File: src/rtl/data_bus_arbiter_pkg.sv
// Shared definitions for the external data-memory bus: FSM encoding,
// bus direction codes and default bus widths.
package micro_bus_pkg;

   localparam int DATA_W_DEF = 8;
   localparam int ADDR_W_DEF = 8;

   localparam logic RW_WRITE = 1'b1;
   localparam logic RW_READ  = 1'b0;

   typedef enum logic [1:0] {
      IDLE   = 2'd0,
      ACCESS = 2'd1,
      DONE   = 2'd2
   } state_t;

   // Index of the set bit in a 2-way one-hot grant (0 when bit 1 is clear).
   function automatic logic grant_idx(input logic [1:0] gnt);
      return gnt[1];
   endfunction

endpackage

File: src/rtl/data_bus_arbiter_if.sv
// Requester, completion and memory-side signals of the data bus arbiter.
// master = arbiter side, slave = requesters plus memory.
interface data_bus_arbiter_if
   import micro_bus_pkg::*;
#(
   parameter int DATA_W = DATA_W_DEF,
   parameter int ADDR_W = ADDR_W_DEF
);

   logic              req0;
   logic [ADDR_W-1:0] addr0;
   logic [DATA_W-1:0] wdata0;
   logic              rw0;
   logic              ack0;

   logic              req1;
   logic [ADDR_W-1:0] addr1;
   logic [DATA_W-1:0] wdata1;
   logic              rw1;
   logic              ack1;

   logic [DATA_W-1:0] rdata;
   logic              err;
   logic              busy;

   logic              mem_en;
   logic [ADDR_W-1:0] mem_addr;
   logic [DATA_W-1:0] mem_wdata;
   logic              mem_rw;
   logic [DATA_W-1:0] mem_rdata;
   logic              mem_ready;

   modport master (
      input  req0, addr0, wdata0, rw0,
      input  req1, addr1, wdata1, rw1,
      input  mem_rdata, mem_ready,
      output ack0, ack1, rdata, err, busy,
      output mem_en, mem_addr, mem_wdata, mem_rw
   );

   modport slave (
      output req0, addr0, wdata0, rw0,
      output req1, addr1, wdata1, rw1,
      output mem_rdata, mem_ready,
      input  ack0, ack1, rdata, err, busy,
      input  mem_en, mem_addr, mem_wdata, mem_rw
   );

endinterface

File: src/rtl/data_bus_arbiter_rr_arbiter2.sv
// Combinational 2-way round-robin arbiter: one-hot grant, the requester
// that did not win last time takes a tie.
module rr_arbiter2 (
   input  logic [1:0] req,
   input  logic       last_grant,
   output logic [1:0] grant
);

   always_comb begin
      grant = 2'b00;
      unique case (req)
         2'b01:   grant = 2'b01;
         2'b10:   grant = 2'b10;
         2'b11:   grant = last_grant ? 2'b01 : 2'b10;
         default: grant = 2'b00;
      endcase
   end

endmodule

File: src/rtl/data_bus_arbiter.sv
// Two-requester arbiter/sequencer for the external data-memory bus: one
// registered access per grant, bounded wait for ready, one-cycle ack.
module data_bus_arbiter
   import micro_bus_pkg::*;
#(
   parameter int DATA_W  = DATA_W_DEF,
   parameter int ADDR_W  = ADDR_W_DEF,
   parameter int TIMEOUT = 15
) (
   input  logic               clk,
   input  logic               rst,
   data_bus_arbiter_if.master bus
);

   typedef struct packed {
      logic [ADDR_W-1:0] addr;
      logic [DATA_W-1:0] wdata;
      logic              rw;
   } req_t;

   localparam logic [7:0] CNT_LAST = 8'(TIMEOUT - 1);

   state_t     state, state_nxt;
   logic [1:0] grant;
   logic       last_grant;
   logic       owner;
   logic [7:0] cnt;
   logic       timeout_hit;
   logic       access_exit;
   req_t       req_in [2];
   req_t       req_sel;
   req_t       req_q;

   assign req_in[0] = '{addr: bus.addr0, wdata: bus.wdata0, rw: bus.rw0};
   assign req_in[1] = '{addr: bus.addr1, wdata: bus.wdata1, rw: bus.rw1};
   assign req_sel   = req_in[grant_idx(grant)];

   rr_arbiter2 u_arb (
      .req        ({bus.req1, bus.req0}),
      .last_grant (last_grant),
      .grant      (grant)
   );

   assign timeout_hit = (cnt == CNT_LAST);
   // Ready wins over a timeout landing in the same cycle.
   assign access_exit = (state == ACCESS) && (bus.mem_ready || timeout_hit);

   always_ff @(posedge clk or posedge rst) begin
      if (rst) state <= IDLE;
      else     state <= state_nxt;
   end

   always_comb begin
      state_nxt = state;
      unique case (state)
         IDLE:    if (|grant) state_nxt = ACCESS;
         ACCESS:  if (access_exit) state_nxt = DONE;
         DONE:    state_nxt = IDLE;
         default: state_nxt = IDLE;
      endcase
   end

   always_ff @(posedge clk or posedge rst) begin
      if (rst) begin
         req_q      <= '0;
         owner      <= 1'b0;
         last_grant <= 1'b1;
         cnt        <= '0;
         bus.mem_en <= 1'b0;
         bus.rdata  <= '0;
         bus.err    <= 1'b0;
         bus.ack0   <= 1'b0;
         bus.ack1   <= 1'b0;
      end else begin
         unique case (state)
            IDLE: begin
               if (|grant) begin
                  req_q      <= req_sel;
                  owner      <= grant_idx(grant);
                  last_grant <= grant_idx(grant);
                  cnt        <= '0;
                  bus.mem_en <= 1'b1;
               end
            end
            ACCESS: begin
               if (access_exit) begin
                  bus.mem_en <= 1'b0;
                  bus.ack0   <= ~owner;
                  bus.ack1   <= owner;
                  if (bus.mem_ready) begin
                     bus.err <= 1'b0;
                     if (req_q.rw == RW_READ) bus.rdata <= bus.mem_rdata;
                  end else begin
                     bus.err   <= 1'b1;
                     bus.rdata <= '0;
                  end
               end else begin
                  cnt <= cnt + 8'd1;
               end
            end
            DONE: begin
               bus.ack0 <= 1'b0;
               bus.ack1 <= 1'b0;
               bus.err  <= 1'b0;
            end
            default: ;
         endcase
      end
   end

   assign bus.mem_addr  = req_q.addr;
   assign bus.mem_wdata = req_q.wdata;
   assign bus.mem_rw    = req_q.rw;
   assign bus.busy      = (state != IDLE);

   a_ack_onehot: assert property (@(posedge clk) disable iff (rst)
      !(bus.ack0 && bus.ack1));
   a_en_in_access: assert property (@(posedge clk) disable iff (rst)
      bus.mem_en |-> (state == ACCESS));
   a_grant_onehot: assert property (@(posedge clk) disable iff (rst)
      $onehot0(grant));

endmodule

File: src/flat_wrapper.sv
// flat-port wrapper written by rule: the top's interface ports become plain ports
module data_bus_arbiter_flat import micro_bus_pkg::*;
#(
   parameter int DATA_W  = DATA_W_DEF,
   parameter int ADDR_W  = ADDR_W_DEF,
   parameter int TIMEOUT = 15
)
  (clk, rst, bus_req0, bus_addr0, bus_wdata0, bus_rw0, bus_req1, bus_addr1, bus_wdata1, bus_rw1, bus_mem_rdata, bus_mem_ready, bus_ack0, bus_ack1, bus_rdata, bus_err, bus_busy, bus_mem_en, bus_mem_addr, bus_mem_wdata, bus_mem_rw);
  data_bus_arbiter_if #(.DATA_W(DATA_W), .ADDR_W(ADDR_W)) bus_i ();
  input  logic clk;
  input  logic rst;
  input wire logic [$bits(bus_i.req0)-1:0] bus_req0;
  input wire logic [$bits(bus_i.addr0)-1:0] bus_addr0;
  input wire logic [$bits(bus_i.wdata0)-1:0] bus_wdata0;
  input wire logic [$bits(bus_i.rw0)-1:0] bus_rw0;
  input wire logic [$bits(bus_i.req1)-1:0] bus_req1;
  input wire logic [$bits(bus_i.addr1)-1:0] bus_addr1;
  input wire logic [$bits(bus_i.wdata1)-1:0] bus_wdata1;
  input wire logic [$bits(bus_i.rw1)-1:0] bus_rw1;
  input wire logic [$bits(bus_i.mem_rdata)-1:0] bus_mem_rdata;
  input wire logic [$bits(bus_i.mem_ready)-1:0] bus_mem_ready;
  output wire logic [$bits(bus_i.ack0)-1:0] bus_ack0;
  output wire logic [$bits(bus_i.ack1)-1:0] bus_ack1;
  output wire logic [$bits(bus_i.rdata)-1:0] bus_rdata;
  output wire logic [$bits(bus_i.err)-1:0] bus_err;
  output wire logic [$bits(bus_i.busy)-1:0] bus_busy;
  output wire logic [$bits(bus_i.mem_en)-1:0] bus_mem_en;
  output wire logic [$bits(bus_i.mem_addr)-1:0] bus_mem_addr;
  output wire logic [$bits(bus_i.mem_wdata)-1:0] bus_mem_wdata;
  output wire logic [$bits(bus_i.mem_rw)-1:0] bus_mem_rw;
  assign bus_i.req0 = bus_req0;
  assign bus_i.addr0 = bus_addr0;
  assign bus_i.wdata0 = bus_wdata0;
  assign bus_i.rw0 = bus_rw0;
  assign bus_i.req1 = bus_req1;
  assign bus_i.addr1 = bus_addr1;
  assign bus_i.wdata1 = bus_wdata1;
  assign bus_i.rw1 = bus_rw1;
  assign bus_i.mem_rdata = bus_mem_rdata;
  assign bus_i.mem_ready = bus_mem_ready;
  assign bus_ack0 = bus_i.ack0;
  assign bus_ack1 = bus_i.ack1;
  assign bus_rdata = bus_i.rdata;
  assign bus_err = bus_i.err;
  assign bus_busy = bus_i.busy;
  assign bus_mem_en = bus_i.mem_en;
  assign bus_mem_addr = bus_i.mem_addr;
  assign bus_mem_wdata = bus_i.mem_wdata;
  assign bus_mem_rw = bus_i.mem_rw;
  data_bus_arbiter #(.DATA_W(DATA_W), .ADDR_W(ADDR_W), .TIMEOUT(TIMEOUT)) u_core (.clk(clk), .rst(rst), .bus(bus_i));
endmodule
File: config.mk
export PLATFORM = sky130hd
export DESIGN_NAME = data_bus_arbiter_flat
export DESIGN_NICKNAME = d
export VERILOG_FILES = /design/src/rtl/data_bus_arbiter_pkg.sv /design/src/rtl/data_bus_arbiter_if.sv /design/src/rtl/data_bus_arbiter_rr_arbiter2.sv /design/src/rtl/data_bus_arbiter.sv /design/src/flat_wrapper.sv
export SDC_FILE = /design/constraint.sdc
export NUM_CORES = 1
export LEC_CHECK = 0
export CAP_MARGIN = 20
export CORE_MARGIN = 3
export CORE_UTILIZATION = 45
export CTS_BUF_LIST = sky130_fd_sc_hd__clkbuf_2 sky130_fd_sc_hd__clkbuf_4 sky130_fd_sc_hd__clkbuf_8
export DETAILED_ROUTE_END_ITERATION = 10
export HOLD_SLACK_MARGIN = 0.03
export PLACE_DENSITY = 0.82
export SYNTH_ARGS = -nofsm -noshare
export SYNTH_HDL_FRONTEND = slang
export SYNTH_HIERARCHICAL = 1
export SYNTH_SLANG_ARGS = --single-unit
File: constraint.sdc
create_clock -name clk -period 2.3 [get_ports clk]
set_input_delay 0.23 -clock clk [delete_from_list [all_inputs] [get_ports clk]]
set_output_delay 0.23 -clock clk [all_outputs]
set_load 0.02 [all_outputs]
==> results by group <==
Run status
  – Status: finished, final reports clean

Setup path
  – Critical path data arrival time: 1.79 ns
  – Critical path cell sequence: nor2_1, inv_1, clkdlybuf4s50_1
  – Critical path's largest stage delay: 0.54 ns
  – Worst path slowest cell: clkdlybuf4s50_1
  – Crit start category: register
  – Crit path capture type: output pin
  – WS Path Type: register to output pin
  – Crit Path Max Fanout: 8
  – CP required: 2.07 ns

GRT
  – Largest net degree at the start of global routing: 30
  – Vias in the first global route: 1741
  – Total GRT Usage: 19.0%
  – Remaining Overflow, GRT: 0
  – Initial antenna violation count: 0
  – First-pass GRT wire length: 7870 um

Drt
  – Total Wirelength: 4630 um
  – Post-route DRC: 0
  – Wire per inst: 14.0 um
  – DRT iter0 DRCs: 139
  – Antenna-violating nets left: 0
  – DR vias: 1749
  – Via density: 5.28
  – Pre-Repair DR Iteration Count: 4

Die
  – Initial Utilization: 48.5%
  – Die Ht: 73.1 um
  – Core Area: 4170 um^2
  – Site Rows: 23
  – Die span in x: 73.1 um
  – Ports: 77
  – Die area: 5340 um^2

Synthesis
  – Mapped Nets: 250
  – Ys async rst share: 100%
  – Top cells by count, synth: 40 x dfrtp_1, 36 x nand2_1, 28 x o21ai_0
  – Synth unique cells: 40
  – Synth top area share: 49.4%
  – Synth Instances: 201
  – Top cells by area, synth: dfrtp_1 49%, mux2i_1 8.9%, o21ai_0 6.9%
  – Yosys reg bits: 41
  – Ys Warns: 6
  – Post-Synthesis Mean Instance Area: 10.1 um^2
  – Sequential area share after synthesis: 50.7%
  – Most common cell in the netlist: dfrtp_1
  – Post-synth EDFFs: 0
  – Top_reg_cell synth: dfrtp_1
  – Mapped Area: 2030 um^2
  – Yosys top cell by area: dfrtp_1

Pwr
  – Comb pwr share: 50.3%
  – P_leak: 1.30 nW
  – Psw: 1.45 mW
  – Clock share of power: 12.6%
  – Internal power: 2.15 mW
  – Switching Fraction: 40.2%
  – Sequential share of power: 37.1%
  – Pwr dens: 1220 nW/um^2
  – Maximum vdd ir drop: 623 uV

Placed design
  – Placed instance area: 2860 um^2
  – Dpl hpwl: 3550 um
  – Routability cong.: 0.812
  – DP Worst Slack: 0.391 ns
  – Number of buffers added on ports: 76

Clock tree
  – Clock transition at path regs: 0.07 ns
  – Post-CTS Setup Repair Bufs: 0
  – CTS buffer count: 5
  – TritonCTS clock tree: done
  – Hold buffers post-CTS: 0
  – Cts repair resizes: 0
  – Worst-case clock buffer depth: 2
  – Clock net sink count: 41
  – Worst-Skew Late Latency: 0.29 ns
  – H-tree depth: 2
  – Clock root cell: clkbuf_8

Cells and area
  – Synth-to-layout area growth: 45.3%
  – Share of layout cells above drive strength 1: 8.54%
  – Area of the multi-input gates: 917 um^2
  – Register Area: 1030 um^2
  – Design area: 2940 um^2
  – FILL cells: 315
  – Ant diodes: 0
  – Final #Nets: 329

Worst hold path
  – HP Class: primary input to asynchronous set/reset pin

STA
  – Final Max Tran Viols: 0
  – RSZ-0062 raised after global routing: no
  – Slew margin rel.: 63.7%
  – Measured slew at the worst slew-check pin: 0.542 ns
  – Setup TNS: 0 ns
  – Fmax: 494 MHz
  – Final Critical Period: 2.02 ns
  – Final-report hold violation count: 0
  – Post-route setup slack: 0.277 ns
  – Worst Clk Skew: 0.00554 ns
  – Period utilization: 88.0%
  – # setup viols final: 0

Run
  – Max-cap violation count: 0
[layer usage]
metal  GRT usage (%)  routed length (um)  vias to the layer above
li1                -                   -                      875
met3            8.82                 491                        4
met5               0                   0                        -
met2            29.2                2170                       67
met4            6.15                  40                        0
met1            23.6                1930                      803
[power groups by stage]
stage                     registers (mW)  logic [mW]  clock network (mW)
after detailed placement            1.34        1.83                   0
after CTS                           1.34        1.83               0.469
final                               1.33        1.81               0.453
after floorplan                     1.58       0.764                   0
after global routing                1.39        1.99               0.496
after global placement              1.32        1.78                   0
[kinds of logic after synthesis]
family,Yosys count,share of synthesized area (%)
adder cells (fa/ha/maj),2,1.24
buffers and inverters,21,4.39
AND/OR/NAND/NOR,58,14.6
AO/OA/AOI/OAI,61,20.2
multiplexers,18,8.89
flip-flops,41,50.7
[worst max-delay path: cells and delay by family (launching register included)]
family / cells / cell delay (ns)
buffers and inverters: 2 / 0.61
flip-flops: 1 / 0.48
AND/OR/NAND/NOR: 1 / 0.41
[flip-flops by register name (all words and copies together), names as in the netlist]
register,flops
u_core/state,2
u_core/owner,1
u_core/last_grant,1
u_core/bus.mem_addr,8
u_core/bus.err,1
u_core/cnt,8
u_core/bus.mem_rw,1
u_core/bus.ack0,1
u_core/bus.rdata,8
u_core/bus.mem_en,1
u_core/bus.mem_wdata,8
u_core/bus.ack1,1
[worst paths after layout]
kind | cells after the start | end | slack [ns] | start
max | 3 | bus_busy | 0.28 | u_core/state[0]$_DFFE_PP0P_
min | 2 | u_core/bus.mem_addr[3]$_DFFE_PP0P_ | 0.22 | rst
max reg2reg | 6 | u_core/bus.mem_en$_DFFE_PP0P_ | 0.37 | u_core/cnt[0]$_DFFE_PP0P_
min reg2reg | 2 | u_core/bus.mem_wdata[1]$_DFFE_PP0P_ | 0.48 | u_core/bus.mem_wdata[1]$_DFFE_PP0P_
max in group asynchronous | 3 | u_core/last_grant$_DFFE_PP1P_ | 1.50 | rst
min in group clk | 2 | u_core/bus.mem_wdata[1]$_DFFE_PP0P_ | 0.48 | u_core/bus.mem_wdata[1]$_DFFE_PP0P_
[stage by stage]
step	power [mW]	utilization [%]	hold WS, ns	instances
final	3.60	70.6	0.223	331
after global routing	3.88	70.6	0.255	331
after CTS	3.64	70.6	0.231	331
after detailed placement	3.17	68.5	0.469	323
after global placement	3.11	68.5	0.461	323
after floorplan	2.35	-	0.376	201
[placed cells by master (no fill, tap or decap), drive strengths merged, types with 2 or more instances in the layout]
cell	netlist	routed
a31oi	4	4
nand2	36	36
a22o	8	8
dfrtp	40	40
nand2b	2	2
mux2i	18	18
nand3	6	6
ha	2	2
a211o	2	2
nor3	2	2
clkdlybuf4s50	0	76
and3	4	4
clkbuf	4	6
inv	10	9
nor2	2	2
o211ai	3	3
clkinv	0	3
o41ai	2	2
a221o	2	2
buf	7	7
a21oi	3	3
a21boi	3	3
o21ai	28	28
[area by class of cell]
cell class                 instances  share of cell area (%)
sequential                        41                    34.9
multi-input combinational        139                    31.2
timing repair buffer              83                    27.6
clock buffer                       6                    2.59
tap                               50                    2.12
inverter                          10                    1.27
clock inverter                     2                   0.340
(Power assumes the default switching activity.)
